**config.mk**
```make
export PLATFORM = sky130hd
export DESIGN_NAME = instr_encoder_flat
export DESIGN_NICKNAME = d
export VERILOG_FILES = /design/src/rtl/instr_encoder_if.sv /design/src/rtl/instr_encoder.sv /design/src/flat_wrapper.sv
export SDC_FILE = /design/constraint.sdc
export NUM_CORES = 1
export LEC_CHECK = 0
export ABC_AREA = 1
export CORE_UTILIZATION = 39
export CTS_CLUSTER_SIZE = 16
export DETAILED_ROUTE_END_ITERATION = 10
export HOLD_SLACK_MARGIN = 0.03
export PLACE_DENSITY = 0.85
export REMOVE_ABC_BUFFERS = 1
export SLEW_MARGIN = 15
export SYNTH_ARGS = -nofsm -noshare
export SYNTH_HDL_FRONTEND = slang
export SYNTH_SLANG_ARGS = --single-unit
```
**constraint.sdc**
```tcl
create_clock -name clk -period 1.69 [get_ports clk]
set_input_delay 0.338 -clock clk [delete_from_list [all_inputs] [get_ports clk]]
set_output_delay 0.338 -clock clk [all_outputs]
set_load 0.02 [all_outputs]
```
**src/rtl/instr_encoder_if.sv**
```systemverilog
// Handshake bundle between a field-set producer, the instruction encoder
// and instruction memory.
interface instr_encoder_if #(
    parameter int ADDR_W = 6
);
    logic              in_valid;
    logic              in_ready;
    logic [2:0]        fmt;
    logic [6:0]        opcode;
    logic [2:0]        funct3;
    logic [6:0]        funct7;
    logic [4:0]        rd;
    logic [4:0]        rs1;
    logic [4:0]        rs2;
    logic [31:0]       imm;
    logic              out_valid;
    logic              out_ready;
    logic [31:0]       instr;
    logic [ADDR_W-1:0] addr;
    logic [ADDR_W:0]   count;
    logic              mem_full;
    logic              fmt_err;

    modport master (
        output in_valid, fmt, opcode, funct3, funct7,
        output rd, rs1, rs2, imm, out_ready,
        input  in_ready, out_valid, instr, addr,
        input  count, mem_full, fmt_err
    );

    modport slave (
        input  in_valid, fmt, opcode, funct3, funct7,
        input  rd, rs1, rs2, imm, out_ready,
        output in_ready, out_valid, instr, addr,
        output count, mem_full, fmt_err
    );
endinterface

```
**src/rtl/instr_encoder.sv**
```systemverilog
// RV32I field packer: encodes field sets into instruction words and
// streams them with sequential word addresses into instruction memory.
module instr_encoder #(
    parameter int                ADDR_W    = 6,
    parameter logic [ADDR_W-1:0] BASE_ADDR = '0
) (
    input  logic            clk,
    input  logic            reset,
    input  logic            clear,
    instr_encoder_if.slave  io_bus
);
    localparam logic [ADDR_W:0] DEPTH_C = {1'b1, {ADDR_W{1'b0}}};
    localparam logic [ADDR_W:0] CNT_ONE = (ADDR_W + 1)'(1);
    localparam logic [ADDR_W-1:0] ADR_ONE = ADDR_W'(1);

    logic              r_valid;
    logic [31:0]       r_instr;
    logic [ADDR_W-1:0] r_addr;
    logic [ADDR_W:0]   r_count;
    logic              r_err;

    logic              w_full;
    logic              w_ready;
    logic              w_accept;
    logic              w_hs;
    logic              w_legal;
    logic [31:0]       w_word;
    logic [31:0]       w_imm;
    logic [ADDR_W:0]   w_used;

    assign w_imm    = io_bus.imm;
    // A pending word already owns a memory slot.
    assign w_used   = r_count + {{ADDR_W{1'b0}}, r_valid};
    assign w_full   = (w_used == DEPTH_C);
    assign w_ready  = !w_full && (!r_valid || io_bus.out_ready);
    assign w_accept = io_bus.in_valid && w_ready;
    assign w_hs     = r_valid && io_bus.out_ready;

    always_comb begin
        w_word  = '0;
        w_legal = 1'b1;
        case (io_bus.fmt)
            3'd0: w_word = {io_bus.funct7, io_bus.rs2, io_bus.rs1,
                            io_bus.funct3, io_bus.rd, io_bus.opcode};
            3'd1: w_word = {w_imm[11:0], io_bus.rs1, io_bus.funct3,
                            io_bus.rd, io_bus.opcode};
            3'd2: w_word = {w_imm[11:5], io_bus.rs2, io_bus.rs1,
                            io_bus.funct3, w_imm[4:0], io_bus.opcode};
            3'd3: w_word = {w_imm[12], w_imm[10:5], io_bus.rs2,
                            io_bus.rs1, io_bus.funct3, w_imm[4:1],
                            w_imm[11], io_bus.opcode};
            3'd4: w_word = {w_imm[31:12], io_bus.rd, io_bus.opcode};
            3'd5: w_word = {w_imm[20], w_imm[10:1], w_imm[11],
                            w_imm[19:12], io_bus.rd, io_bus.opcode};
            default: w_legal = 1'b0;
        endcase
    end

    always_ff @(posedge clk or posedge reset) begin
        if (reset) begin
            r_valid <= 1'b0;
            r_instr <= '0;
            r_addr  <= BASE_ADDR;
            r_count <= '0;
            r_err   <= 1'b0;
        end else if (clear) begin
            r_valid <= 1'b0;
            r_instr <= '0;
            r_addr  <= BASE_ADDR;
            r_count <= '0;
            r_err   <= 1'b0;
        end else begin
            if (w_hs) begin
                r_count <= r_count + CNT_ONE;
                r_addr  <= r_addr + ADR_ONE;
            end
            // A same-edge accept refills the register for full throughput.
            if (w_accept && w_legal) begin
                r_valid <= 1'b1;
                r_instr <= w_word;
            end else if (w_hs) begin
                r_valid <= 1'b0;
            end
            if (w_accept && !w_legal) begin
                r_err <= 1'b1;
            end
        end
    end

    assign io_bus.in_ready  = w_ready;
    assign io_bus.out_valid = r_valid;
    assign io_bus.instr     = r_instr;
    assign io_bus.addr      = r_addr;
    assign io_bus.count     = r_count;
    assign io_bus.mem_full  = w_full;
    assign io_bus.fmt_err   = r_err;
endmodule

```
**src/flat_wrapper.sv**
```systemverilog
// flat-port wrapper written by rule: the top's interface ports become plain ports
module instr_encoder_flat 
#(
    parameter int                ADDR_W    = 6,
    parameter logic [ADDR_W-1:0] BASE_ADDR = '0
)
  (clk, reset, clear, io_bus_in_valid, io_bus_fmt, io_bus_opcode, io_bus_funct3, io_bus_funct7, io_bus_rd, io_bus_rs1, io_bus_rs2, io_bus_imm, io_bus_out_ready, io_bus_in_ready, io_bus_out_valid, io_bus_instr, io_bus_addr, io_bus_count, io_bus_mem_full, io_bus_fmt_err);
  instr_encoder_if #(.ADDR_W(ADDR_W)) io_bus_i ();
  input  logic clk;
  input  logic reset;
  input  logic clear;
  input wire logic [$bits(io_bus_i.in_valid)-1:0] io_bus_in_valid;
  input wire logic [$bits(io_bus_i.fmt)-1:0] io_bus_fmt;
  input wire logic [$bits(io_bus_i.opcode)-1:0] io_bus_opcode;
  input wire logic [$bits(io_bus_i.funct3)-1:0] io_bus_funct3;
  input wire logic [$bits(io_bus_i.funct7)-1:0] io_bus_funct7;
  input wire logic [$bits(io_bus_i.rd)-1:0] io_bus_rd;
  input wire logic [$bits(io_bus_i.rs1)-1:0] io_bus_rs1;
  input wire logic [$bits(io_bus_i.rs2)-1:0] io_bus_rs2;
  input wire logic [$bits(io_bus_i.imm)-1:0] io_bus_imm;
  input wire logic [$bits(io_bus_i.out_ready)-1:0] io_bus_out_ready;
  output wire logic [$bits(io_bus_i.in_ready)-1:0] io_bus_in_ready;
  output wire logic [$bits(io_bus_i.out_valid)-1:0] io_bus_out_valid;
  output wire logic [$bits(io_bus_i.instr)-1:0] io_bus_instr;
  output wire logic [$bits(io_bus_i.addr)-1:0] io_bus_addr;
  output wire logic [$bits(io_bus_i.count)-1:0] io_bus_count;
  output wire logic [$bits(io_bus_i.mem_full)-1:0] io_bus_mem_full;
  output wire logic [$bits(io_bus_i.fmt_err)-1:0] io_bus_fmt_err;
  assign io_bus_i.in_valid = io_bus_in_valid;
  assign io_bus_i.fmt = io_bus_fmt;
  assign io_bus_i.opcode = io_bus_opcode;
  assign io_bus_i.funct3 = io_bus_funct3;
  assign io_bus_i.funct7 = io_bus_funct7;
  assign io_bus_i.rd = io_bus_rd;
  assign io_bus_i.rs1 = io_bus_rs1;
  assign io_bus_i.rs2 = io_bus_rs2;
  assign io_bus_i.imm = io_bus_imm;
  assign io_bus_i.out_ready = io_bus_out_ready;
  assign io_bus_in_ready = io_bus_i.in_ready;
  assign io_bus_out_valid = io_bus_i.out_valid;
  assign io_bus_instr = io_bus_i.instr;
  assign io_bus_addr = io_bus_i.addr;
  assign io_bus_count = io_bus_i.count;
  assign io_bus_mem_full = io_bus_i.mem_full;
  assign io_bus_fmt_err = io_bus_i.fmt_err;
  instr_encoder #(.ADDR_W(ADDR_W), .BASE_ADDR(BASE_ADDR)) u_core (.clk(clk), .reset(reset), .clear(clear), .io_bus(io_bus_i));
endmodule
```
==> results of run 1 <==
==> cell type report <==
type	count	share of cell area [%]
Timing Repair Buffer	167	33.8
Multi-Input combinational cell	313	33.8
Sequential cell	47	23.8
Inverter	52	3.95
Tap cell	99	2.51
Clock buffer	6	1.47
Clock inverter	1	0.608
==> power breakdown <==
group	total, mW	internal [mW]	switching [mW]
Sequential	1.24	1.19	0.0480
Clock	0.806	0.434	0.371
Combinational	0.955	0.474	0.481
==> placed cells by master (no fill, tap or decap), types with 5 or more instances in the layout <==
cell             Yosys  layout
nor2_1              31      29
nand2_2              4      26
dfrtp_1             47      47
o21ai_0             15      15
buf_4                1      35
clkbuf_8             0       5
a21oi_1             36      35
dlymetal6s2s_1       0       5
nor3_1              11      10
nand2_1            137     113
nand3_2              1      15
nand3_1             56      42
inv_2                5       8
clkdlybuf4s50_1      0     109
a22oi_1              8       8
inv_1               43      40
buf_12               0       7
==> synth_stat cells <==
master / n / area share (%)
a21oi_1: 36 / 6.2
a22oi_1: 8 / 2.1
a31oi_1: 1 / 0.21
buf_1: 1 / 0.13
buf_2: 9 / 1.5
buf_4: 1 / 0.26
buf_6: 4 / 1.5
clkbuf_1: 4 / 0.51
clkinv_1: 4 / 0.51
dfrtp_1: 47 / 40
ha_1: 4 / 1.7
inv_1: 43 / 5.5
inv_2: 5 / 0.64
nand2_1: 137 / 18
nand2_2: 4 / 0.86
nand2_4: 1 / 0.39
nand3_1: 56 / 9.6
nand3_2: 1 / 0.34
nand4_1: 1 / 0.21
nand4_4: 1 / 0.73
nor2_1: 31 / 4.0
nor2_2: 1 / 0.21
nor3_1: 11 / 1.9
o21ai_0: 15 / 2.6
o21ai_1: 1 / 0.17
xor2_1: 1 / 0.30
==> worst reg2reg max path: cells and delay by family (launching register included) <==
kind,cells,cell delay [ns]
and+or+nand+nor,7,0.58
adders and majority gates,2,0.48
buffers and inverters,3,0.48
DFF,1,0.40
==> worst paths after layout <==
| kind | start | to | slack (ns) | cells past startpoint |
|---|---|---|---|---|
| worst min register to register | u_core.io_bus.instr[17] | u_core.io_bus.instr[17] | 0.52 | 2 |
| max in group asynchronous | reset | u_core.io_bus.instr[28] | 1.08 | 3 |
| worst max register to register | u_core.io_bus.count[0] | u_core.io_bus.instr[16] | -0.36 | 12 |
| min in group clk | u_core.io_bus.instr[17] | u_core.io_bus.instr[17] | 0.52 | 2 |
| worst min-delay path | reset | u_core.io_bus.addr[5] | 0.38 | 3 |
| worst max-delay path | u_core.io_bus.count[0] | io_bus_in_ready | -0.39 | 9 |
==> routing by layer <==
metal / up-vias / part of all wire (%) / track usage, %
li1: 1686 / - / -
met1: 1667 / 39 / 28.0
met2: 128 / 52 / 46.4
met3: 18 / 6.3 / 5.88
met4: 0 / 1.9 / 9.09
met5: - / 0 / 0
==> logic make-up after synthesis <==
group / count (synthesis) / share of synthesized area (%)
flops: 47 / 40.3
compound gates: 61 / 11.2
simple gates: 244 / 35.8
buf+inv: 71 / 10.7
fa+ha+maj: 4 / 1.71
xor+xnor: 1 / 0.300
==> stage by stage <==
step / power (mW) / utilization [%] / setup TNS (ns) / hold slack (ns) / cell area, um2
detailed placement: 2.10 / 61.9 / -13.41 / 0.495 / 4490
global route: 3.14 / 68.1 / -13.82 / 0.413 / 4940
finish: 3.00 / 68.1 / -10.44 / 0.380 / 4940
floorplan: 1.60 / - / -13.53 / 0.401 / 2800
CTS: 2.96 / 65.6 / -11.51 / 0.390 / 4760
global placement: 2.08 / 61.9 / -8.61 / 0.490 / 4490
==> what timing repair did <==
item                       in CTS  in global routing
buffers inserted                6                  3
gates cloned                    3                  1
setup endpoints to repair      40                 41
pin swaps                       5                 20
resized for setup              33                 51
==> flip-flops by register name, summed over array words and instances, names as in the netlist <==
signal                   cells
u_core.io_bus.fmt_err        1
u_core.io_bus.instr         32
u_core.io_bus.out_valid      1
u_core.io_bus.count          7
u_core.io_bus.addr           6
==> results by group, run 1 <==
Status
  – Outcome: finished with violations
  – Failing checks: negative setup slack

Clock network
  – CTS Hold Buffers Added: 0
  – Clock Pin Slew Worst Setup and Hold Paths: 0.09 ns
  – Clock sink total: 47
  – CTS max path bufs: 2
  – CTS HTree Levels: 2
  – CTS Buf Count: 5
  – Root Driver: clkbuf_8
  – TritonCTS clock tree: yes
  – Clock Latency Late Sink: 0.30 ns

Route
  – Final WL: 10100 um
  – ANT nets after route: 0
  – Drt wl/cell: 14.7 um
  – Iteration-0 DRC Markers: 147
  – Residual DRC count: 0
  – Via count: 3499
  – Vias/cell: 5.11
  – DRT Pass-1 Iters: 4

Floorplan
  – Chip height: 88.5 um
  – Num ports: 121
  – Starting density of the core: 40.2%
  – Core ar.: 7250 um2
  – FP Rows: 31
  – Die area: 7830 um2
  – Chip width: 88.5 um

Pwr
  – P_leak: 2.47 nW
  – Peak supply drop: 0.343 mV
  – PD cells: 608 nW/um2

Worst setup path
  – Worst setup SP type: flop
  – Crit path top cell by count: nor2_2
  – CP peak stage delay: 0.40 ns
  – CP required: 1.35 ns
  – Crit Path Class: flop to primary output
  – CP bufs+invs: 2
  – CP max stage cell: dfrtp_1
  – Critical path cell sequence: ha_2 > ha_4 > nor2_2 > nand2_1 > nor2_2 > nand3_2 > inv_2 > nor2_1 > buf_4
  – CP Max Fanout: 2
  – Arr. time, crit path: 1.74 ns
  – Cell family with most CP delay: adder cells
  – CP Capture Type: primary output

STA
  – PnR worst setup slack: -0.393 ns
  – RSZ-0062 raised after global routing: yes
  – Final setup viols: 35
  – Final period util: 123%
  – Clock skew: 0.00661 ns
  – Period minus WS final: 2.08 ns
  – Max-slew headroom: 65.2%
  – Least-Margin Pin Slew: 0.519 ns
  – Maximum operating frequency: 480 MHz
  – Final Slew Violations: 0
  – Final Hold Fails: 0

Cells and area
  – Ant diodes: 0
  – Area delta synth->final: 69.2%
  – Layout cell share with drive strength beyond 1: 20.3%
  – Layout Cells excl Fill: 685
  – Area of the multi-input gates: 1670 um2
  – FF/Latch Area: 1180 um2
  – Fin nets: 662
  – Layout fillers: 613

GRT
  – Antenna violations before repair: 0
  – Number of global-route vias before repair: 3371
  – Congestion Overflow GR: 0
  – Total track usage: 25.1%
  – First-pass GRT wire length: 15200 um
  – Largest net degree at the start of global routing: 48

Placed design
  – HPWL after detailed placement: 6900 um
  – Placed Instances: 668
  – # port buffers: 120
  – GP Congestion: 0.838
  – Pre-CTS setup slack: -0.618 ns

Yosys
  – Synth cell types: 26
  – #FFs+latches synth: 47
  – Mapped Cells: 428
  – Warnings, synthesis: 0
  – Sequential area share after synthesis: 40.3%
  – Area of the mapped netlist: 2920 um2
  – Syn avg cell area: 6.82 um2

Min path
  – Hold Crit Class: input pin to asynchronous set/reset pin

Flow run
  – MaxCap Viol Count: 0
Note: power is estimated with default switching activity, not from simulation.
==> inputs of run 2 (changes only) <==
--- a/config.mk
+++ b/config.mk
@@ -6,6 +6,7 @@
 export NUM_CORES = 1
 export LEC_CHECK = 0
 export ABC_AREA = 1
+export CAP_MARGIN = 20
 export CORE_UTILIZATION = 39
 export CTS_CLUSTER_SIZE = 16
 export DETAILED_ROUTE_END_ITERATION = 10
==> results of run 2 <==
Same layout as run 1: the final DEF is identical, and so are final timing and power.
